File: src/rtl/imuldiv_muldiv_dispatch.sv
// Mul/div request dispatcher: routes each request from the single processor
// port to the multiply or divide unit and records a tag for it. Responses are
// returned strictly in issue order through a registered response port.
module imuldiv_muldiv_dispatch #(
  parameter int TAG_DEPTH = 4
) (
  input  logic        clk,
  input  logic        reset_n,
  input  logic [2:0]  muldivreq_msg_fn,
  input  logic [31:0] muldivreq_msg_a,
  input  logic [31:0] muldivreq_msg_b,
  input  logic        muldivreq_val,
  output logic        muldivreq_rdy,
  output logic [31:0] mulreq_msg_a,
  output logic [31:0] mulreq_msg_b,
  output logic        mulreq_val,
  input  logic        mulreq_rdy,
  input  logic [63:0] mulresp_msg_result,
  input  logic        mulresp_val,
  output logic        mulresp_rdy,
  output logic        divreq_msg_fn,
  output logic [31:0] divreq_msg_a,
  output logic [31:0] divreq_msg_b,
  output logic        divreq_val,
  input  logic        divreq_rdy,
  input  logic [63:0] divresp_msg_result,
  input  logic        divresp_val,
  output logic        divresp_rdy,
  output logic [31:0] muldivresp_msg_result,
  output logic        muldivresp_val,
  input  logic        muldivresp_rdy
);

  localparam int PTR_W = (TAG_DEPTH > 1) ? $clog2(TAG_DEPTH) : 1;
  localparam int CNT_W = PTR_W + 1;
  localparam logic [CNT_W-1:0] FULL_CNT = CNT_W'(TAG_DEPTH);

  localparam logic [2:0] FN_MUL  = 3'd0;
  localparam logic [2:0] FN_DIV  = 3'd1;
  localparam logic [2:0] FN_DIVU = 3'd2;
  localparam logic [2:0] FN_REM  = 3'd3;
  localparam logic [2:0] FN_REMU = 3'd4;

  // Divide unit function encoding: 0 = signed, 1 = unsigned
  localparam logic DIV_FN_SIGNED   = 1'b0;
  localparam logic DIV_FN_UNSIGNED = 1'b1;

  typedef enum logic [1:0] {
    SRC_MUL  = 2'd0,
    SRC_DIV  = 2'd1,
    SRC_ZERO = 2'd2
  } src_e;

  src_e             tag_src_r [TAG_DEPTH];
  logic             tag_hi_r  [TAG_DEPTH];
  logic [PTR_W-1:0] wr_ptr_r;
  logic [PTR_W-1:0] rd_ptr_r;
  logic [CNT_W-1:0] count_r;
  logic [31:0]      result_r;
  logic             resp_val_r;

  logic        is_mul_s;
  logic        is_div_s;
  src_e        req_src_s;
  logic        req_hi_s;
  logic        div_fn_s;
  logic        full_s;
  logic        empty_s;
  logic        req_rdy_s;
  logic        push_s;
  logic        pop_s;
  logic        load_ok_s;
  logic [31:0] load_data_s;
  logic        mul_rdy_s;
  logic        div_rdy_s;
  src_e        head_src_s;
  logic        head_hi_s;

  assign full_s     = (count_r == FULL_CNT);
  assign empty_s    = (count_r == {CNT_W{1'b0}});
  assign head_src_s = tag_src_r[rd_ptr_r];
  assign head_hi_s  = tag_hi_r[rd_ptr_r];
  assign load_ok_s  = ~resp_val_r | muldivresp_rdy;

  // Decode the function code into a target unit, tag and divider mode
  always_comb begin
    is_mul_s  = 1'b0;
    is_div_s  = 1'b0;
    req_src_s = SRC_ZERO;
    req_hi_s  = 1'b0;
    div_fn_s  = DIV_FN_SIGNED;
    case (muldivreq_msg_fn)
      FN_MUL:  begin is_mul_s = 1'b1; req_src_s = SRC_MUL; end
      FN_DIV:  begin is_div_s = 1'b1; req_src_s = SRC_DIV; end
      FN_DIVU: begin is_div_s = 1'b1; req_src_s = SRC_DIV; div_fn_s = DIV_FN_UNSIGNED; end
      FN_REM:  begin is_div_s = 1'b1; req_src_s = SRC_DIV; req_hi_s = 1'b1; end
      FN_REMU: begin is_div_s = 1'b1; req_src_s = SRC_DIV; req_hi_s = 1'b1; div_fn_s = DIV_FN_UNSIGNED; end
      default: begin is_mul_s = 1'b0; is_div_s = 1'b0; end
    endcase
  end

  // Request ready: tag space first, then the selected unit; illegal ops need only tag space
  always_comb begin
    if (full_s) begin
      req_rdy_s = 1'b0;
    end else if (is_mul_s) begin
      req_rdy_s = mulreq_rdy;
    end else if (is_div_s) begin
      req_rdy_s = divreq_rdy;
    end else begin
      req_rdy_s = 1'b1;
    end
  end

  assign muldivreq_rdy = req_rdy_s;
  assign push_s        = muldivreq_val & req_rdy_s;
  assign mulreq_msg_a  = muldivreq_msg_a;
  assign mulreq_msg_b  = muldivreq_msg_b;
  assign mulreq_val    = muldivreq_val & is_mul_s & ~full_s;
  assign divreq_msg_fn = div_fn_s;
  assign divreq_msg_a  = muldivreq_msg_a;
  assign divreq_msg_b  = muldivreq_msg_b;
  assign divreq_val    = muldivreq_val & is_div_s & ~full_s;

  // Head-of-FIFO response steering: only the unit named by the head tag may hand over
  always_comb begin
    mul_rdy_s   = 1'b0;
    div_rdy_s   = 1'b0;
    pop_s       = 1'b0;
    load_data_s = 32'd0;
    if (!empty_s) begin
      case (head_src_s)
        SRC_MUL: begin
          mul_rdy_s   = load_ok_s;
          pop_s       = load_ok_s & mulresp_val;
          load_data_s = head_hi_s ? mulresp_msg_result[63:32] : mulresp_msg_result[31:0];
        end
        SRC_DIV: begin
          div_rdy_s   = load_ok_s;
          pop_s       = load_ok_s & divresp_val;
          load_data_s = head_hi_s ? divresp_msg_result[63:32] : divresp_msg_result[31:0];
        end
        default: begin
          // ZERO ops (and any unexpected tag value) retire with a zero result
          pop_s       = load_ok_s;
          load_data_s = 32'd0;
        end
      endcase
    end else begin
      pop_s = 1'b0;
    end
  end

  assign mulresp_rdy = mul_rdy_s;
  assign divresp_rdy = div_rdy_s;

  // Tag FIFO: write on request fire, read on output load, occupancy count
  always_ff @(posedge clk or negedge reset_n) begin
    if (!reset_n) begin
      wr_ptr_r <= {PTR_W{1'b0}};
      rd_ptr_r <= {PTR_W{1'b0}};
      count_r  <= {CNT_W{1'b0}};
      for (int i = 0; i < TAG_DEPTH; i++) begin
        tag_src_r[i] <= SRC_ZERO;
        tag_hi_r[i]  <= 1'b0;
      end
    end else begin
      if (push_s) begin
        tag_src_r[wr_ptr_r] <= req_src_s;
        tag_hi_r[wr_ptr_r]  <= req_hi_s;
        wr_ptr_r            <= wr_ptr_r + PTR_W'(1);
      end
      if (pop_s) begin
        rd_ptr_r <= rd_ptr_r + PTR_W'(1);
      end
      case ({push_s, pop_s})
        2'b10:   count_r <= count_r + CNT_W'(1);
        2'b01:   count_r <= count_r - CNT_W'(1);
        default: count_r <= count_r;
      endcase
    end
  end

  // Registered response port: load wins over drain so back-to-back results stream
  always_ff @(posedge clk or negedge reset_n) begin
    if (!reset_n) begin
      result_r   <= 32'd0;
      resp_val_r <= 1'b0;
    end else if (pop_s) begin
      result_r   <= load_data_s;
      resp_val_r <= 1'b1;
    end else if (resp_val_r && muldivresp_rdy) begin
      resp_val_r <= 1'b0;
    end
  end

  assign muldivresp_msg_result = result_r;
  assign muldivresp_val        = resp_val_r;

endmodule

File: config.mk
export PLATFORM = sky130hd
export DESIGN_NAME = imuldiv_muldiv_dispatch
export DESIGN_NICKNAME = d
export VERILOG_FILES = /design/src/rtl/imuldiv_muldiv_dispatch.sv
export SDC_FILE = /design/constraint.sdc
export NUM_CORES = 1
export LEC_CHECK = 0
export BUFFER_PORTS_ARGS = -buffer_cell sky130_fd_sc_hd__buf_4
export CAP_MARGIN = 10
export CORE_AREA = 2 2 145 147
export DETAILED_ROUTE_END_ITERATION = 10
export DIE_AREA = 0 0 147 149
export GPL_TIMING_DRIVEN = 0
export PLACE_DENSITY = 0.56
export SETUP_SLACK_MARGIN = 0.02
export SLEW_MARGIN = 40
export SYNTH_ARGS = -nofsm -noshare
export SYNTH_HDL_FRONTEND = slang
export SYNTH_SLANG_ARGS = --single-unit
File: constraint.sdc
create_clock -name clk -period 4.4 [get_ports clk]
set_input_delay 0.22 -clock clk [delete_from_list [all_inputs] [get_ports clk]]
set_output_delay 0.22 -clock clk [all_outputs]
set_load 0.05 [all_outputs]
==> key figures, run 1 <==
Placement
  – Pre-CTS WS: about 1300 ps
  – Port bufs: 304
  – Final HPWL DP: approximately 12000 µm
  – Placed Instances: 977
  – Placed cell areas: 0.00677 mm²
  – Placer Congestion: 0.705

Clocking
  – CTS tree: yes
  – Number of clock sinks: 52
  – Num CTS Buffers: 5
  – Clk Latency, worst-skew pair: 300 ps
  – Root Driver: clkbuf_16
  – Setup repair bufs after CTS: 0
  – Clock buffer depth: 2
  – CTS H-tree depth: 2
  – Clk slew on worst S/H paths: 80 ps

Run status
  – Status: complete, no violations

Drt
  – Detailed Route Iter0 Violations: 64
  – Detailed Routing Iterations Pass 1: 4
  – WL final: 14800 µm
  – Total number of vias: 3869
  – DRC: 0
  – WL/cell: 15.0 µm
  – Detail Route Antenna Nets: 0
  – Via density: 3.92

Synth
  – Syn_nets: 607
  – Yosys top cell by area: dfrtp_1
  – Compound-Gate Fraction of Synth Area: 12.3%
  – Synth Area in Simple Gates: 3.14%
  – Synth top area share: 29.0%
  – Synthesized area per cell: roughly 10 µm²
  – Post-Syn Instances: 398
  – Sequential element share of the synthesized area: between 30% and 40%
  – Unique masters post-synth: 32
  – XOR/XNOR Fraction of Synth Area: 1.48%
  – Multiplexer share of the synthesized area: between 20% and 30%
  – Synth Area in Adders: 1.99%
  – Yosys synthesis warning count: 0
  – #FFs+latches synth: 52
  – Post-Syn Area: 0.00414 mm²
  – Area contributors post-synth: dfrtp_1 29%, buf_4 24%, mux2i_1 16%, a22o_1 6.3%, o22ai_1 4.8%
  – Largest family of logic cells by synthesized area: buffers and inverters

Timing
  – Final slew viol count: 0
  – Maximum clock rate: between 0.3 and 0.4 GHz
  – Slew margin rel.: 54.2%
  – Tcrit/Tclk final: between 60% and 70%
  – Final WS setup: 1370 ps
  – Setup Skew: 8.09 ps
  – Worst-Margin Slew: 688 ps
  – Hold Fails Final Rpt: 0
  – Crit path time final: 3030 ps
  – Worst hold slack: 231 ps
  – Setup TNS Final: 0 ps
  – Count of final setup violators: 0
  – RSZ-0062 raised after global routing: no

Pwr
  – Switching Fraction: 49.2%
  – Leakage: 3.58 nW
  – Seq pwr share: 17.7%
  – Clock power share: between 10% and 20%
  – P_int: 2.27 mW
  – Total power: 4.46 mW
  – Comb pwr share: between 70% and 80%
  – Switch Pwr: 2.20 mW
  – Maximum VDD drop: 0.399 mV
  – Pwr Density: 642 mW/mm²

Worst setup path
  – Worst Setup End Kind: flip-flop
  – Crit path kind: reg -> reg
  – Worst path arrival time: 3220 ps
  – CP Data Required Time: between 4000 and 5000 ps
  – Reg-to-reg slack, setup: 1370 ps
  – Worst r2r src: rd_ptr_r[0]$_DFFE_PN0P_
  – CP startpoint kind: flip-flop
  – R2r endpoint: count_r[2]$_DFFE_PN0P_
  – R2R depth: 11
  – Critical Path Fanout Max: 10

Global routing
  – Vias in the first global route: 3935
  – First-pass GRT wire length: 21500 µm
  – Antenna violations before repair: 0
  – Largest net degree at the start of global routing: 53
  – Overflow after GRT: 0
  – GRT Resource Usage Total: about an eighth

Worst hold path
  – WHS Path Cells: 3
  – Hold Crit Class: in -> reg
  – Hold Path Sink: muldivresp_val$_DFFE_PN0P_
  – Worst hold start: muldivresp_rdy

Floorplanning
  – Die Wd: 147 µm
  – Initial core utilization: 20.1%
  – Cell Rows: 53
  – Core ar.: 0.0206 mm²
  – Die area: 0.0219 mm²
  – Die Height: 149 µm
  – Io pins: 370

Finish
  – Most common cell after layout, fill and taps aside: buf_4
  – Final Cell Area: 0.00695 mm²
  – Most frequent cells in the layout: 434 x buf_4, 66 x mux2i_1, 48 x dfrtp_1, 32 x o22ai_1, 30 x a22o_1
  – Final Util: 33.8%
  – Antenna Cells: 0
  – Fin nets: 919
  – Layout area overhead: 67.8%
  – Final non-filler cell total: around 990
  – Share of cells above drive strength 1: about two thirds

Flow run
  – Max-Cap Viols: 0
-- flip-flops by register name, indices dropped and copies added (netlist names) --
register / cells
count_r: 3
muldivresp_msg_result: 32
muldivresp_val: 1
rd_ptr_r: 2
tag_hi_r: 4
tag_src_r: 8
wr_ptr_r: 2
-- cell usage after synthesis (all sizes together) --
library cell,instances
buf,148
mux2i,66
dfrtp,48
o22ai,32
a22o,30
mux2,17
nor2,8
xnor2,6
ha,5
nand2,5
dfstp,4
nand3,4
clkbuf,3
inv,3
mux4,3
a21boi,2
and2,2
nand2b,2
fa,1
nor2b,1
nor3,1
nor3b,1
o2111ai,1
o21ai,1
o21bai,1
or2,1
or3,1
xor2,1
-- cell type report --
class	instances	area, µm²
tap	275	344
inverter	3	11.3
timing repair buffer	305	2290
fill	2148	13600
multi-input combinational	192	1710
clock buffer	5	125
buffer	151	1110
clock inverter	3	46.3
sequential	52	1310
-- per-layer routing --
layer	GRT usage, %	part of all wire (%)	vias to the layer above
met1	15.1	39	1758
li1	-	-	1912
met4	2.93	0.85	0
met5	0	0	-
met2	22.7	52	193
met3	3.43	8.4	6
-- what timing repair did --
item | in CTS | in global routing
resized for setup | 0 | 0
hold buffers | 1 | 0
endpoints found under the hold margin | 48 | 0
-- power groups by stage --
stage               clock, mW  sequential, mW  combinational [mW]
floorplan                   0            1.07                2.05
global placement            0           0.798                3.25
detailed placement          0           0.799                3.28
CTS                     0.492           0.793                3.29
global route            0.503           0.814                3.48
finish                  0.467           0.791                3.21
-- how the worst max path moves through the flow --
stage / start / end / slack [ps] / cells after the start
after global routing: rd_ptr_r[0]$_DFFE_PN0P_ / count_r[2]$_DFFE_PN0P_ / 1140 / 11
after detailed placement: rd_ptr_r[0]$_DFFE_PN0P_ / count_r[2]$_DFFE_PN0P_ / 1320 / 11
after floorplan: rd_ptr_r[0]$_DFFE_PN0P_ / count_r[2]$_DFFE_PN0P_ / 1650 / 11
final: rd_ptr_r[0]$_DFFE_PN0P_ / count_r[2]$_DFFE_PN0P_ / 1370 / 11
after CTS: rd_ptr_r[0]$_DFFE_PN0P_ / count_r[2]$_DFFE_PN0P_ / 1310 / 11
after global placement: rd_ptr_r[0]$_DFFE_PN0P_ / count_r[2]$_DFFE_PN0P_ / 1360 / 11
-- critical path, cell delays in order, from the launching register on --
cell and delay (ps):
dfrtp_1 350, buf_6 130, mux4_2 540, mux2_4 340, o21bai_4 330, buf_6 210
inv_1 50, ha_1 210, fa_1 380, xnor2_1 170, nor2_1 70, xor2_1 130
-- cell families after synthesis --
logic type               Yosys count
XOR/XNOR                           7
adder cells (fa/ha/maj)            6
buffers and inverters            154
flip-flops                        52
AND/OR/NAND/NOR                   26
multiplexers                      86
AO/OA/AOI/OAI                     67
No activity file was read; power rests on OpenSTA's default activity.
==> run 2, diff against run 1 <==
- ABC_AREA: not set -> 1
- CORE_AREA: 2 2 145 147 -> 2 2 144 146
- DIE_AREA: 0 0 147 149 -> 0 0 146 148
- PLACE_DENSITY: 0.56 -> 0.62
- clock period: 4.4 -> 2.4 ns (I/O delays scaled with it)
==> run 2 against run 1 <==
Compared with the run above: global-route usage rose by 2.4 points; combinational power rose by 130%; first-iteration DRC count rose to 3.1 times the previous value; wire length rose by 17%; count of clock-buffer cells in the layout did not move; non-clock buffer count rose by 16; worst hold slack got worse by 42 ps; sequential share of layout area fell by 1.8 points; critical endpoint unchanged; utilization rose by 4.5 points; cell count rose by 34%; setup slack got worse by 1200 ps; maximum frequency rose by 35%.
==> key figures, run 2 <==
Floorplanning
  – Core ar.: 0.0200 mm²
  – Die area: 0.0216 mm²
  – Die Height: 148 µm
  – Cell Rows: 52
  – Initial core utilization: 24.1%
  – Die Wd: 146 µm
  – Io pins: 370

Worst setup path
  – Worst path arrival time: 2430 ps
  – Crit path kind: reg -> reg
  – CP bufs+invs: 3
  – Worst Setup End Kind: flip-flop
  – Largest delay share family, worst path: adder cells
  – Cell mode on critical path: nand3_1
  – Max stage delay on crit path: about 480 ps
  – CP startpoint kind: flip-flop
  – Critical Path Fanout Max: 10
  – Critical-path cell list: inv_2, nand3_1, nand2_2, nand3_1, nand3_2, inv_4, buf_8, ha_4, fa_1, a21oi_1, o21ai_0, xnor2_1
  – Slowest cell on crit path: dfrtp_1
  – CP Data Required Time: 2590 ps

Synth
  – Dominant synthesized flop cell: dfrtp_1
  – Post-Syn Area: approximately 0.0048 mm²
  – Async SR Flop Fraction: 100%
  – Yosys top cell by area: nand2_1
  – Synth top area share: 26.8%
  – Area contributors post-synth: nand2_1 27%, dfrtp_1 25%, buf_4 23%, nand3_1 7.3%, nand2_2 2.8%
  – Post-synth EDFFs: 0
  – #FFs+latches synth: 52
  – Sequential element share of the synthesized area: between 20 and 30%
  – Post-synth top cells: 345 x nand2_1, 147 x buf_4, 70 x nand3_1
  – Synthesized area per cell: 6.56 µm²
  – Post-Syn Instances: 736
  – Syn_nets: 945
  – Count leader, synth: nand2_1
  – Yosys synthesis warning count: 0
  – Unique masters post-synth: 27

Drt
  – Total number of vias: 5400
  – Via density: 4.08
  – WL/cell: 13.1 µm
  – WL final: 17300 µm
  – Detailed Routing Iterations Pass 1: 4
  – Detail Route Antenna Nets: 0
  – DRC: 0
  – Detailed Route Iter0 Violations: 200

Timing
  – Slew margin rel.: 52.1%
  – Final slew viol count: 0
  – Worst-Margin Slew: 719 ps
  – RSZ-0062 raised after global routing: no
  – Hold Fails Final Rpt: 0
  – Count of final setup violators: 0
  – Tcrit/Tclk final: 93.4%
  – Maximum clock rate: 0.446 GHz
  – Setup TNS Final: 0 ps
  – Setup Skew: roughly 10 ps
  – Crit path time final: approximately 2200 ps

Pwr
  – Clock power share: 8.0%
  – Pwr Density: 1280 mW/mm²
  – Seq pwr share: 15.9%
  – Leakage: around 4.5 nW
  – Maximum VDD drop: 0.427 mV
  – Switching Fraction: 55.8%
  – Switch Pwr: 5.48 mW
  – P_int: between 4 and 5 mW
  – Comb pwr share: 76.1%

Finish
  – Fin nets: 1260
  – Filler cells: 2195
  – Layout area overhead: 58.8%
  – Most frequent cells in the layout: 454 x buf_4, 345 x nand2_1, 70 x nand3_1, 48 x dfrtp_1, 21 x nand2_2
  – Share of cells above drive strength 1: 49.3%
  – Antenna Cells: 0
  – Max reg flops: 32
  – Final non-filler cell total: 1322
  – Most common cell after layout, fill and taps aside: buf_4

Worst hold path
  – Hold Crit Class: in -> reg

Clocking
  – CTS H-tree depth: 2
  – CTS tree: yes
  – Clock buffer depth: 2
  – Clk Latency, worst-skew pair: just over 300 ps
  – Clk slew on worst S/H paths: 80 ps
  – Number of clock sinks: 52
  – Root Driver: clkbuf_16
  – Num CTS Buffers: 5

Global routing
  – Overflow after GRT: 0
  – Largest net degree at the start of global routing: 53
  – First-pass GRT wire length: 26000 µm
  – GRT Resource Usage Total: 15.0%
  – Antenna violations before repair: 0
  – Vias in the first global route: between 5000 and 6000

Placement
  – Port bufs: 305
  – Placed Instances: 1311
  – Placer Congestion: 0.786
  – Final HPWL DP: 13700 µm

Flow run
  – Max-Cap Viols: 0

Run status
  – Status: complete, no violations
run 2: worst paths after layout:
| path | slack [ps] | endpoint | cells after the start | from |
|---|---|---|---|---|
| max in group asynchronous | 1510 | muldivresp_msg_result[3]$_DFFE_PN0P_ | 2 | reset_n |
| max reg2reg | 160 | count_r[2]$_DFFE_PN0P_ | 12 | rd_ptr_r[1]$_DFFE_PN0P_ |
| max | 160 | count_r[2]$_DFFE_PN0P_ | 12 | rd_ptr_r[1]$_DFFE_PN0P_ |
| min in group asynchronous | 410 | muldivresp_msg_result[27]$_DFFE_PN0P_ | 2 | reset_n |
| min reg2reg | 480 | tag_src_r[1]$_DFFE_PN1P_ | 2 | tag_src_r[1]$_DFFE_PN1P_ |
| min | 190 | muldivresp_msg_result[28]$_DFFE_PN0P_ | 7 | divresp_msg_result[28] |
run 2: kinds of logic after synthesis:
group	synth area share, %
mux	0.233
compound gates	2.10
buf+inv	27.6
simple gates	40.4
flops	27.0
fa+ha+maj	1.71
xor+xnor	0.907
run 2: timing repair:
action                     CTS  global route
hold endpoints to repair    49             0
setup endpoints to repair    2             2
pin swaps                    1             1
hold buffers                 2             0
setup buffers                1             1
gates resized for setup      4             3
run 2: metrics by stage:
stage	total power [mW]	hold WS [ps]	setup slack (ps)	utilization (%)	area [µm²]
floorplan	6.90	-176	194	-	4830
global placement	8.98	236	-145	37.2	7460
detailed placement	9.03	230	-151	37.2	7460
CTS	9.94	177	35.5	38.2	7650
global route	10.7	200	34.8	38.3	7670
finish	9.82	189	158	38.3	7670
run 2: worst min-delay path, delay by kind of cell:
kind                   cells  cell delay (ps)
AND/OR/NAND/NOR            6              270
buffers and inverters      1               80
run 2: metal layers:
metal  wire length (µm)  up-vias  global-route usage [%]
met3               1280       14                    3.80
li1                   -     2771                       -
met2               8810      212                    27.3
met5                  0        -                       0
met4                135        0                    2.96
met1               7070     2403                    18.1
run 2: area by class of cell:
cell class,instances,area [µm²],share of cell area (%)
well taps,270,338,4.40
plain buffers,163,1250,16.3
inverters,23,93.8,1.22
clock buffers,5,125,1.63
flip-flops and latches,52,1310,17.0
repair buffers,309,2320,30.3
multi-input cells,497,2210,28.8
clock inverters,3,28.8,0.375
run 2: power by group through the flow:
stage | Clock, mW | Sequential (mW) | Combinational [mW]
floorplan | 0 | 2.26 | 4.64
global placement | 0 | 1.55 | 7.43
detailed placement | 0 | 1.56 | 7.47
CTS | 0.837 | 1.55 | 7.56
global route | 0.877 | 1.61 | 8.26
finish | 0.790 | 1.56 | 7.47
==> run 3, diff against run 2 <==
- PLACE_DENSITY: 0.62 -> 0.63
==> run 3 against run 2 <==
Compared with the run above: utilization barely moved; cell count barely moved; non-clock buffer count rose by 1; wire length rose by 4.7%; die area did not move; combinational power rose by 1%; count of clock-buffer cells in the layout did not move; sequential share of layout area barely moved; first-iteration DRC count rose by 4.5%; clock power rose by 0.9%; critical endpoint unchanged; largest power group unchanged; highest routed layer unchanged.
==> key figures, run 3 (synthesized netlist as in run 2, its figures left out) <==
Pwr
  – Leakage: 4.52 nW
  – Switch Pwr: 5.55 mW
  – P_int: 4.34 mW
  – Switching Fraction: a little under three fifths
  – Pwr Density: about 1300 mW/mm²
  – Seq pwr share: 15.6%
  – Clock power share: 8.1%
  – Maximum VDD drop: 0.610 mV
  – Comb pwr share: 76.4%

Timing
  – Slew margin rel.: 64.2%
  – Hold Fails Final Rpt: 0
  – Count of final setup violators: 0
  – Final WS setup: around 120 ps
  – Final slew viol count: 0
  – Setup Skew: roughly 4.6 ps
  – Maximum clock rate: roughly 0.44 GHz
  – Crit path time final: around 2300 ps
  – Worst-Margin Slew: 537 ps
  – Worst hold slack: between 150 and 200 ps
  – RSZ-0062 raised after global routing: yes
  – Tcrit/Tclk final: about 95%

Global routing
  – Vias in the first global route: 5088
  – Most Crowded Layer GR: met2
  – GR Layer Usage met3: 3.80%
  – Routing usage on met2: ~28%
  – Antenna violations before repair: 0
  – M1 GR Usage: about 20%
  – GRT Resource Usage Total: 15.8%
  – Overflow after GRT: 0
  – Largest net degree at the start of global routing: 53
  – First-pass GRT wire length: 27000 µm

Drt
  – WL final: 18100 µm
  – Detailed Routing Iterations Pass 1: 4
  – Total number of vias: 5409
  – Detail Route Antenna Nets: 0
  – WL/cell: 13.7 µm
  – Via density: about 4.1
  – Detailed Route Iter0 Violations: about 210
  – DRC: 0

Clocking
  – Root Driver: clkbuf_16
  – Number of clock sinks: 52
  – CTS H-tree depth: 2
  – Num CTS Buffers: 5
  – Clock buffer depth: 2
  – Clk slew on worst S/H paths: 80 ps
  – Clk Latency, worst-skew pair: a little over 300 ps
  – CTS tree: yes

Placement
  – Final HPWL DP: roughly 14000 µm
  – Placed Instances: approximately 1300
  – Port bufs: approximately 300
  – Pre-CTS WS: -103 ps
  – Placed cell areas: 0.00746 mm²
  – Placer Congestion: roughly 0.75

Worst setup path
  – Critical Path Fanout Max: 10
  – Worst path arrival time: 2480 ps
  – Worst Setup End Kind: flip-flop
  – Crit path kind: reg -> reg
  – CP Data Required Time: 2590 ps
  – CP startpoint kind: flip-flop
  – R2R depth: 13

Floorplanning
  – Io pins: 370
  – Core ar.: 0.0200 mm²
  – Die area: 0.0216 mm²
  – Cell Rows: 52
  – Die Wd: 146 µm
  – Initial core utilization: 24.1%
  – Die Height: roughly 150 µm

Finish
  – Final Util: 38.3%
  – Most frequent cells in the layout: 454 x buf_4, 345 x nand2_1, 70 x nand3_1, 48 x dfrtp_1, 22 x nand2_2
  – Register Area: 0.00131 mm²
  – Fin nets: 1261
  – Final Cell Area: between 0.007 and 0.008 mm²
  – Area occupied by multi-input gates: 0.00220 mm²
  – Antenna Cells: 0
  – Share of cells above drive strength 1: 49.4%
  – Final non-filler cell total: 1323
  – Layout area overhead: 58.9%
  – Filler cells: 2190
  – Max reg flops: 32
  – Most common cell after layout, fill and taps aside: buf_4

Worst hold path
  – Hold Crit Class: in -> reg
  – WHS Path Cells: 7

Run status
  – Status: complete, no violations

Flow run
  – Max-Cap Viols: 0
run 3: cell types whose count changed in the layout (fill, tap and decap cells not counted), sizes merged:
cell	change
buf	+1
clkinv	+1
inv	-1
run 3: power by group through the flow:
stage          combinational, mW  clock [mW]  sequential (mW)
3_3_place_gp                7.47           0             1.55
4_1_cts                     7.57       0.833             1.54
5_1_grt                     8.37       0.872             1.60
2_1_floorplan               4.64           0             2.26
3_5_place_dp                7.52           0             1.56
6_report                    7.56       0.797             1.54
run 3: layout make-up:
| type | instances | share of cell area, % |
|---|---|---|
| clock buffer | 5 | 1.63 |
| timing repair buffer | 309 | 30.3 |
| inverter | 23 | 1.22 |
| sequential | 52 | 17.0 |
| multi-input combinational | 497 | 28.7 |
| clock inverter | 3 | 0.342 |
| tap | 270 | 4.40 |
| buffer | 164 | 16.4 |
run 3: timing repair:
action | CTS | global route
hold buffers | 2 | 0
gates cloned | 0 | 0
resized for setup | 3 | 5
pin swaps | 1 | 2
buffers inserted | 0 | 2
hold endpoints to repair | 49 | 0
setup endpoints to repair | 2 | 2
run 3: final timing paths:
kind                                          start                                    end  slack, ps
setup / recovery            rd_ptr_r[0]$_DFFE_PN0P_                 count_r[2]$_DFFE_PN0P_        120
hold / removal               divresp_msg_result[20]  muldivresp_msg_result[20]$_DFFE_PN0P_        180
setup reg to reg            rd_ptr_r[0]$_DFFE_PN0P_                 count_r[2]$_DFFE_PN0P_        120
hold reg to reg            tag_src_r[5]$_DFFE_PN1P_               tag_src_r[5]$_DFFE_PN1P_        480
max in group asynchronous                   reset_n               tag_src_r[5]$_DFFE_PN1P_       1650
min in group asynchronous                   reset_n  muldivresp_msg_result[22]$_DFFE_PN0P_        350
run 3: critical path, stage by stage, from the launching register on:
cell and delay (ps):
dfrtp_1 380, buf_6 140, nand2_1 100, nand3_2 80
nand2_2 120, nand3b_1 110, nand3_2 110, inv_2 70
buf_8 150, ha_4 170, fa_1 370, a21oi_1 120
o21ai_0 120, xnor2_1 140
run 3: through the flow:
step | setup TNS [ps] | power, mW
final | 0 | 9.90
after global placement | -57.0 | 9.02
after CTS | 0 | 9.95
after floorplan | 0 | 6.90
after detailed placement | -148 | 9.07
after global routing | -5.20 | 10.8
run 3: metal layers:
| layer | routed length (µm) | share of wire (%) |
|---|---|---|
| met5 | 0 | 0 |
| met4 | 107 | 0.59 |
| met3 | 1300 | 7.2 |
| met2 | 9110 | 50 |
| met1 | 7580 | 42 |
